File: config.mk
export PLATFORM = sky130hd
export DESIGN_NAME = alu_regfile_seq
export DESIGN_NICKNAME = d
export VERILOG_FILES = /design/src/rtl/alu_pkg.sv /design/src/rtl/alu_core.sv /design/src/rtl/alu_regfile_seq.sv
export SDC_FILE = /design/constraint.sdc
export NUM_CORES = 1
export LEC_CHECK = 0
export CORE_MARGIN = 3
export CORE_UTILIZATION = 50
export CTS_BUF_LIST = sky130_fd_sc_hd__clkbuf_8
export DETAILED_ROUTE_END_ITERATION = 12
export GPL_TIMING_DRIVEN = 0
export PLACE_DENSITY = 0.82
export SLEW_MARGIN = 20
export SYNTH_ARGS = -nofsm -noshare
export SYNTH_HDL_FRONTEND = slang
export SYNTH_HIERARCHICAL = 1
export SYNTH_SLANG_ARGS = --single-unit
File: constraint.sdc
create_clock -name MainClock -period 3.65 [get_ports MainClock]
set_input_delay 0.73 -clock MainClock [delete_from_list [all_inputs] [get_ports MainClock]]
set_output_delay 0.73 -clock MainClock [all_outputs]
set_load 0.03 [all_outputs]
File: src/rtl/alu_pkg.sv
// Shared encodings for the sequenced ALU/register-file datapath: opcodes,
// FSM states and flag bit positions.
package alu_pkg;

   localparam logic [2:0] OP_ADD = 3'd0;
   localparam logic [2:0] OP_SUB = 3'd1;
   localparam logic [2:0] OP_ADC = 3'd2;
   localparam logic [2:0] OP_SBC = 3'd3;
   localparam logic [2:0] OP_AND = 3'd4;
   localparam logic [2:0] OP_OR  = 3'd5;
   localparam logic [2:0] OP_XOR = 3'd6;
   localparam logic [2:0] OP_SHL = 3'd7;

   typedef enum logic [1:0] {S_IDLE, S_READ, S_EXEC, S_WB} state_t;

   localparam int FLAG_C = 0;
   localparam int FLAG_Z = 1;
   localparam int FLAG_V = 2;
   localparam int FLAG_N = 3;

   // Bitwise ops leave carry and overflow untouched.
   function automatic logic is_logic_op(input logic [2:0] op);
      return op inside {OP_AND, OP_OR, OP_XOR};
   endfunction

endpackage

File: src/rtl/alu_core.sv
// Combinational ALU: add/sub with carry-in, bitwise logic and shift-left.
// c is carry-out (no-borrow for subtracts); v is signed overflow.
module alu_core
   import alu_pkg::*;
#(
   parameter int WIDTH = 4
) (
   input  logic [2:0]       op,
   input  logic [WIDTH-1:0] a,
   input  logic [WIDTH-1:0] b,
   input  logic             cin,
   output logic [WIDTH-1:0] result,
   output logic             c,
   output logic             v
);

   logic [WIDTH-1:0] b_eff;
   logic             carry_in;
   logic [WIDTH:0]   sum;

   // NOTE: every always_comb output gets a default first, so no path can infer a latch.
   always_comb begin
      b_eff    = b;
      carry_in = 1'b0;
      case (op)
         OP_SUB:  begin b_eff = ~b; carry_in = 1'b1; end
         OP_ADC:  carry_in = cin;
         OP_SBC:  begin b_eff = ~b; carry_in = cin; end
         default: ;
      endcase
   end

   assign sum = {1'b0, a} + {1'b0, b_eff} + {{WIDTH{1'b0}}, carry_in};

   always_comb begin
      result = sum[WIDTH-1:0];
      c      = sum[WIDTH];
      v      = (a[WIDTH-1] == b_eff[WIDTH-1]) && (sum[WIDTH-1] != a[WIDTH-1]);
      case (op)
         OP_AND:  begin result = a & b; c = 1'b0; v = 1'b0; end
         OP_OR:   begin result = a | b; c = 1'b0; v = 1'b0; end
         OP_XOR:  begin result = a ^ b; c = 1'b0; v = 1'b0; end
         OP_SHL:  begin result = {a[WIDTH-2:0], 1'b0}; c = a[WIDTH-1]; v = 1'b0; end
         default: ;
      endcase
   end

endmodule

File: src/rtl/alu_regfile_seq.sv
// NREG x WIDTH register file feeding a four-state sequenced ALU through a
// valid/ready command port; results are written back and flags held for chaining.
module alu_regfile_seq
   import alu_pkg::*;
#(
   parameter int WIDTH = 4,
   parameter int NREG  = 4
) (
   input  logic                    MainClock,
   input  logic                    MainReset,
   input  logic                    ld_en,
   input  logic [$clog2(NREG)-1:0] ld_addr,
   input  logic [WIDTH-1:0]        ld_data,
   input  logic                    cmd_valid,
   output logic                    cmd_ready,
   input  logic [2:0]              cmd_op,
   input  logic [$clog2(NREG)-1:0] cmd_dst,
   input  logic [$clog2(NREG)-1:0] cmd_srca,
   input  logic [$clog2(NREG)-1:0] cmd_srcb,
   input  logic                    out_en,
   output logic                    res_valid,
   output logic [WIDTH-1:0]        res_bus,
   output logic                    flag_c,
   output logic                    flag_z,
   output logic                    flag_v,
   output logic                    flag_n
);

   localparam int AW = $clog2(NREG);

   state_t           state;
   logic [2:0]       op_q;
   logic [AW-1:0]    dst_q;
   logic [AW-1:0]    srca_q;
   logic [AW-1:0]    srcb_q;
   logic [WIDTH-1:0] ra;
   logic [WIDTH-1:0] rb;
   logic [WIDTH-1:0] result;
   logic [3:0]       flags;
   logic [3:0]       flags_next;
   logic [3:0]       flags_d;
   logic [WIDTH-1:0] regs [NREG];

   logic [WIDTH-1:0] alu_res;
   logic             alu_c;
   logic             alu_v;

   alu_core #(.WIDTH(WIDTH)) u_alu (
      .op     (op_q),
      .a      (ra),
      .b      (rb),
      .cin    (flags[FLAG_C]),
      .result (alu_res),
      .c      (alu_c),
      .v      (alu_v)
   );

   always_comb begin
      flags_d = flags;
      if (!is_logic_op(op_q)) begin
         flags_d[FLAG_C] = alu_c;
         flags_d[FLAG_V] = alu_v;
      end
      flags_d[FLAG_Z] = (alu_res == '0);
      flags_d[FLAG_N] = alu_res[WIDTH-1];
   end

   // NOTE: sequential state uses <= only, so READ samples the file as it stood before the edge.
   always_ff @(posedge MainClock) begin
      if (MainReset) begin
         state      <= S_IDLE;
         cmd_ready  <= 1'b1;
         res_valid  <= 1'b0;
         op_q       <= OP_ADD;
         dst_q      <= '0;
         srca_q     <= '0;
         srcb_q     <= '0;
         ra         <= '0;
         rb         <= '0;
         result     <= '0;
         flags      <= '0;
         flags_next <= '0;
         // NOTE: the file is cleared on reset, which keeps it in flops rather than a RAM.
         for (int i = 0; i < NREG; i++) regs[i] <= '0;
      end else begin
         res_valid <= 1'b0;
         // Load is scheduled first so a same-address writeback below overrides it.
         if (ld_en) regs[ld_addr] <= ld_data;
         case (state)
            S_IDLE: begin
               if (cmd_valid) begin
                  op_q      <= cmd_op;
                  dst_q     <= cmd_dst;
                  srca_q    <= cmd_srca;
                  srcb_q    <= cmd_srcb;
                  cmd_ready <= 1'b0;
                  state     <= S_READ;
               end
            end
            S_READ: begin
               ra    <= regs[srca_q];
               rb    <= regs[srcb_q];
               state <= S_EXEC;
            end
            S_EXEC: begin
               result     <= alu_res;
               flags_next <= flags_d;
               state      <= S_WB;
            end
            S_WB: begin
               regs[dst_q] <= result;
               flags       <= flags_next;
               res_valid   <= 1'b1;
               cmd_ready   <= 1'b1;
               state       <= S_IDLE;
            end
            default: begin
               cmd_ready <= 1'b1;
               state     <= S_IDLE;
            end
         endcase
      end
   end

   assign res_bus = out_en ? result : '0;
   assign flag_c  = flags[FLAG_C];
   assign flag_z  = flags[FLAG_Z];
   assign flag_v  = flags[FLAG_V];
   assign flag_n  = flags[FLAG_N];

endmodule
==> results.cfg, run 1 <==
[detailed_routing]
highest-signal-layer = met4
via_count = 2091
wl_per_cell_microns = 15.2
wl_microns = 5810
routed-wl-met2_microns = 2910
firstDrtPassIters = 4
first_iter_violations = 119
routed_via_density = 5.49
met3_layer_wire_length_in_the_routed_design_microns = 249
post-route-drc-count = 0
drt-met1-wl_microns = 2590
ant_nets = 0

[floorplan]
floorplan.initialDensity_pct = 53.4
dieArea_sq_um = 6600
die_w_microns = 81.3
design.core.area_sq_um = 5300
placement_rows = 26
die_y_microns = 81.3
num_io_pins = 30

[critical_path]
critPathArrivalTime_ns = 3.08
timing.critical_path.cells = buf_6 -> nand2b_1 -> clkbuf_1 -> xnor2_1 -> fa_1 -> fa_1 -> xnor2_1 -> mux2_4 -> nor4_1 -> mux2i_1 -> nor2_1
timing.critical_path.buf_inv = 2
crit_path_top_delay_cell = sky130_fd_sc_hd__fa_1
worst_path_dominant_cell_family = adder cells
required_ns = 3.89
worst-path-max-fanout = 7
criticalPathCategory = reg -> reg
cp_slowest_stage_delay_ns = 0.45
critical_path.endpoint_type = flop
critical_path_launch_point_type = flop

[logic_synthesis]
synth.cell_area_sq_um = 2830
synth_sequential_area_ratio_pct = 39.6
number_of_instances_in_the_synthesized_netlist = 276
syn_area_per_cell_sq_um = 10.3
ys_ff_latch = 48
synth_flop_cell = sky130_fd_sc_hd__dfxtp_1
synth-edff-count = 16
synthesis.nets = 314
yosys_warnings = 6
synth.lib_cells_used.distinct = 41
synthArstFlopShare_pct = 0

[clock_tree]
tritoncts.num_buffers = 5
cts.reportedPaths.clkPinSlew_ns = 0.09
cts-hold-fix-buffers = 0
cts_buffer_depth = 2
resized_cells_post_cts = 0
cts_tree = built
post-cts-setup-buffers = 0
cts_root_buf = sky130_fd_sc_hd__clkbuf_8
numClockSinks = 48
clock_latency_ns = 0.30
htree_num_levels = 2

[placed_design]
gpl.final_weighted_congestion = 0.835
portBuffers = 27
detailed_place_hpwl_microns = 4510

[grt]
grt_antenna_before_repair = 0
grt_first_pass_wirelength_microns = 9850
all_layer_gr_usage_pct = 19.7
grt_start_max_net_pins = 17
via_count_of_the_first_global_routing_pass = 2075
grt_remaining_overflow = 0

[layout]
finalNetCount = 348
fillerInstances = 450
post_route_cells_drive_above_1_share_pct = 10.9
num_antenna_cells = 0
utilization_after_layout_pct = 62.3
area.growth.synth_to_final_pct = 16.7

[power_and_ir_drop]
power.static_leakage_uw = 0.00123
vdd.ir_drop.worst_v = 0.000276
power-per-cell-area_nw_per_um2 = 523
fin_total_pwr_uw = 1730

[timing]
slew_viol_final = 0
layout_min_cycle_time_ns = 2.84
post-route-period-util_pct = 77.8
setup_tns_ns = 0
timing_hold_violations_final = 0
worst_slew_pin_slew_ns = 0.516
rsz0062_at_grt = false
timing.slew.headroom_pct = 65.6
setup_viol = 0
clock-skew-final_ns = 0.00777
fmaxAchievable_ghz = 0.352

[job]
cap_violations = 0

[hold_path]
min_path_type = reg -> reg

[status]
run_status = complete, no violations
cell type report:
type	instances	area, sq um	area share [%]
flip-flops and latches	48	1120	33.9
repair buffers	27	270	8.18
clock buffers	5	68.8	2.08
well taps	70	87.6	2.65
plain buffers	19	131	3.98
multi-input cells	192	1520	45.9
clock inverters	3	45.0	1.36
inverters	17	63.8	1.93
cell usage after synthesis, types with 5 or more instances:
cell type	number	share of area, %
sky130_fd_sc_hd__a21oi_1	13	2.3
sky130_fd_sc_hd__and2_1	5	1.1
sky130_fd_sc_hd__buf_6	7	2.8
sky130_fd_sc_hd__clkbuf_1	7	0.93
sky130_fd_sc_hd__dfxtp_1	32	23
sky130_fd_sc_hd__edfxtp_1	16	17
sky130_fd_sc_hd__ha_1	16	7.1
sky130_fd_sc_hd__inv_1	17	2.3
sky130_fd_sc_hd__mux2i_1	22	7.8
sky130_fd_sc_hd__mux4_2	11	8.7
sky130_fd_sc_hd__nand2_1	42	5.6
sky130_fd_sc_hd__nor2_1	25	3.3
sky130_fd_sc_hd__o31ai_1	8	2.1
sky130_fd_sc_hd__xnor2_1	5	1.5
layer usage:
metal | GRT usage, % | vias up
met5 | 0 | -
li1 | - | 1039
met1 | 25.2 | 985
met2 | 34.5 | 61
met4 | 5.07 | 0
met3 | 2.99 | 6
cells in the final DEF (no fill, tap or decap), drive strengths merged, types with 2 or more instances in the layout:
cell type | netlist | routed
mux4 | 11 | 11
nor4 | 3 | 3
clkbuf | 7 | 12
nand2b | 4 | 4
edfxtp | 16 | 16
and4bb | 2 | 2
o31ai | 8 | 8
nor2 | 25 | 25
o21ai | 5 | 5
xnor2 | 5 | 5
ha | 16 | 16
mux2i | 22 | 22
fa | 2 | 2
clkdlybuf4s50 | 0 | 27
a21oi | 13 | 13
and2 | 5 | 5
inv | 17 | 19
dfxtp | 32 | 32
a311o | 4 | 4
nor2b | 2 | 2
nand2 | 42 | 42
buf | 12 | 12
a211oi | 4 | 4
a21o | 3 | 3
o41ai | 4 | 4
path summary, 6_finish.rpt:
| kind | from | end | slack [ns] | depth (start not counted) |
|---|---|---|---|---|
| max | op_q[0]$_SDFFE_PP0P_ | flags_next[1]$_SDFFE_PP0P_ | 0.81 | 11 |
| min | flags_next[2]$_SDFFE_PP0P_ | flags_next[2]$_SDFFE_PP0P_ | 0.50 | 2 |
| max reg2reg | op_q[0]$_SDFFE_PP0P_ | flags_next[1]$_SDFFE_PP0P_ | 0.81 | 11 |
| min reg2reg | flags_next[2]$_SDFFE_PP0P_ | flags_next[2]$_SDFFE_PP0P_ | 0.50 | 2 |
registers in the layout, summed over array words and instances (netlist names), 3 cells and up:
name,flops
flags,4
flags_next,3
op_q,3
ra,4
rb,4
regs,16
result,4
where the power goes:
| part | internal, uW | leakage (uW) | switching (uW) | total [uW] |
|---|---|---|---|---|
| Clock | 207 | 0.0000591 | 183 | 390 |
| Sequential | 632 | 0.000426 | 79.3 | 711 |
| Combinational | 299 | 0.000749 | 329 | 628 |
tightest hold or removal path: cells and delay by family (launching register included):
family	cells	cell delay, ns
flip-flops	1	0.32
AND/OR/NAND/NOR	1	0.08
AO/OA/AOI/OAI	1	0.05
cell families after synthesis:
logic type	share of synthesized area, %
buf+inv	6.89
flops	39.6
compound gates	11.2
fa+ha+maj	8.48
xor+xnor	1.55
mux	17.0
simple gates	15.2
per-stage QoR:
step	hold slack (ns)	cells	cell area, sq um	setup WS, ns
2_1_floorplan	0.460	276	2830	1.13
3_3_place_gp	0.472	373	3190	0.880
3_5_place_dp	0.485	373	3190	0.840
4_1_cts	0.501	381	3300	0.755
5_1_grt	0.540	381	3300	0.596
6_report	0.496	381	3300	0.809
(Power assumes the default switching activity.)
==> inputs of run 2 (changes only) <==
--- a/config.mk
+++ b/config.mk
@@ -10,7 +10,7 @@
 export CTS_BUF_LIST = sky130_fd_sc_hd__clkbuf_8
 export DETAILED_ROUTE_END_ITERATION = 12
 export GPL_TIMING_DRIVEN = 0
-export PLACE_DENSITY = 0.82
+export PLACE_DENSITY = 0.85
 export SLEW_MARGIN = 20
 export SYNTH_ARGS = -nofsm -noshare
 export SYNTH_HDL_FRONTEND = slang
==> constraint.sdc (replaced) <==
create_clock -name MainClock -period 2.35 [get_ports MainClock]
set_input_delay 0.47 -clock MainClock [delete_from_list [all_inputs] [get_ports MainClock]]
set_output_delay 0.47 -clock MainClock [all_outputs]
set_load 0.03 [all_outputs]
==> run 2 against run 1 <==
  * The run now ends with setup timing left
  * Routed wire length increased by 7.7%
  * Largest power group unchanged
  * Critical path type unchanged
  * Critical path depth down 2
  * Die area stayed put
==> results.cfg, run 2 (same netlist as run 1, synthesis figures left out) <==
[grt]
grt_antenna_before_repair = 0
grt_first_pass_wirelength_microns = 9920
via_count_of_the_first_global_routing_pass = 2084
grt_start_max_net_pins = 15
grt_remaining_overflow = 0
all_layer_gr_usage_pct = 20.0

[timing]
final.hold.worst_slack_ns = 0.488
worst_slew_pin_slew_ns = 0.547
post-route-worst-setup-slack_ns = -0.0412
timing_hold_violations_final = 0
setup_viol = 1
setup_tns_ns = -0.0412
rsz0062_at_grt = true
post-route-period-util_pct = 102
fmaxAchievable_ghz = 0.418
slew_viol_final = 0
clock-skew-final_ns = 0.00959
layout_min_cycle_time_ns = 2.39
timing.slew.headroom_pct = 63.6

[detailed_routing]
wl_microns = 6250
firstDrtPassIters = 4
wl_per_cell_microns = 16.0
routed_via_density = 5.63
ant_nets = 0
via_count = 2197
post-route-drc-count = 0
highest-signal-layer = met4
first_iter_violations = 102
met3_layer_wire_length_in_the_routed_design_microns = 348
drt-met1-wl_microns = 2600
routed-wl-met2_microns = 3210

[power_and_ir_drop]
power-per-cell-area_nw_per_um2 = 788
power.static_leakage_uw = 0.00129
vdd.ir_drop.worst_v = 0.000534
fin_total_pwr_uw = 2680

[placed_design]
detailed_place_hpwl_microns = 4540
portBuffers = 27
gpl.final_weighted_congestion = 0.845

[floorplan]
design.core.area_sq_um = 5300
num_io_pins = 30
die_w_microns = 81.3
dieArea_sq_um = 6600
placement_rows = 26
die_y_microns = 81.3
floorplan.initialDensity_pct = 53.4

[critical_path]
worstReg2RegEnd = flags_next[1]$_SDFFE_PP0P_
worst-r2r-setup-slack_ns = -0.04
timing.reg2reg.worst_path_depth = 9
critical_r2r_launch = op_q[2]$_SDFFE_PP0P_
worst-path-max-fanout = 5
critical_path.endpoint_type = flop
required_ns = 2.59
critPathArrivalTime_ns = 2.63
criticalPathCategory = reg -> reg
critical_path_launch_point_type = flop

[layout]
finalNetCount = 357
post_route_cells_drive_above_1_share_pct = 16.3
area.growth.synth_to_final_pct = 20.2
final_cell_mix = 42 x sky130_fd_sc_hd__nand2_1, 28 x sky130_fd_sc_hd__dfxtp_1, 27 x sky130_fd_sc_hd__clkdlybuf4s50_1
num_antenna_cells = 0
max_flop_register = regs
utilization_after_layout_pct = 64.2
most_common_library_cell_in_the_layout_ignoring_fill_and_taps = sky130_fd_sc_hd__nand2_1
largest_register_ffs = 16
fillerInstances = 412

[hold_path]
min_path_type = reg -> reg
holdCritStartpoint = flags_next[2]$_SDFFE_PP0P_
min_to = flags_next[2]$_SDFFE_PP0P_
hold_path_depth = 2

[clock_tree]
cts_buffer_depth = 2
tritoncts.num_buffers = 5
cts_root_buf = sky130_fd_sc_hd__clkbuf_8
numClockSinks = 48
clock_latency_ns = 0.30
htree_num_levels = 2
cts.reportedPaths.clkPinSlew_ns = 0.08
cts_tree = built

[status]
run_status = complete, but fails checks
violations = setup timing

[job]
cap_violations = 0
==> run 2: cell count changes in the layout (fill, tap and decap cells not counted), sizes merged <==
| cell | before | now |
|---|---|---|
| clkinv | 0 | 1 |
| bufinv | 1 | 0 |
| clkbuf | 12 | 10 |
| buf | 12 | 23 |
==> run 2: worst max-delay path by stage <==
stage,slack (ns),endpoint,cells past startpoint,startpoint
3_3_place_gp,-0.18,flags_next[1]$_SDFFE_PP0P_,11,op_q[0]$_SDFFE_PP0P_
6_report,-0.04,flags_next[1]$_SDFFE_PP0P_,9,op_q[2]$_SDFFE_PP0P_
2_1_floorplan,-0.008,flags_next[1]$_SDFFE_PP0P_,11,op_q[0]$_SDFFE_PP0P_
3_5_place_dp,-0.21,flags_next[1]$_SDFFE_PP0P_,11,op_q[0]$_SDFFE_PP0P_
4_1_cts,-0.02,flags_next[1]$_SDFFE_PP0P_,10,op_q[0]$_SDFFE_PP0P_
5_1_grt,-0.13,flags_next[1]$_SDFFE_PP0P_,9,op_q[1]$_SDFFE_PP0P_
==> run 2: final cells by class <==
type                       instances  area (sq um)  area share, %
tap                               70          87.6           2.57
clock inverter                     3          16.3          0.478
sequential                        48          1130           33.3
multi-input combinational        192          1550           45.6
clock buffer                       5          68.8           2.02
buffer                            16           123           3.60
timing repair buffer              39           360           10.6
inverter                          17          63.8           1.87
==> run 2: critical path, stage by stage, from the launching register on <==
cell and delay, ns:
sky130_fd_sc_hd__dfxtp_4 0.37, sky130_fd_sc_hd__buf_8 0.13, sky130_fd_sc_hd__a21o_1 0.17, sky130_fd_sc_hd__fa_2 0.39, sky130_fd_sc_hd__fa_2 0.39, sky130_fd_sc_hd__xnor2_1 0.13, sky130_fd_sc_hd__mux2_4 0.31, sky130_fd_sc_hd__nor4_4 0.25
sky130_fd_sc_hd__mux2i_1 0.10, sky130_fd_sc_hd__nor2_1 0.09
==> run 2: what timing repair did <==
action	CTS	global route
gates resized for setup	10	5
endpoints found under the setup margin	4	2
buffers inserted	5	7
cloned	0	0
pin swaps	0	5
hold buffers	0	0
==> run 2: metal layers <==
layer	vias to the layer above	global-route usage [%]
met2	72	35.3
met3	12	4.43
met5	-	0
met1	1053	24.3
li1	1060	-
met4	0	5.57
==> run 2: per-stage QoR <==
| stage | instances | cell area [sq um] | setup WS [ns] |
|---|---|---|---|
| 6_report | 390 | 3400 | -0.0412 |
| 5_1_grt | 390 | 3400 | -0.130 |
| 4_1_cts | 384 | 3350 | -0.0175 |
| 3_5_place_dp | 373 | 3200 | -0.209 |
| 3_3_place_gp | 373 | 3200 | -0.180 |
| 2_1_floorplan | 276 | 2840 | -0.00824 |
==> run 2: where the power goes <==
group          internal, uW  total, uW  switching, uW
Clock                   204        472            268
Sequential              985       1120            133
Combinational           541       1090            552
Total                  1730       2680            954
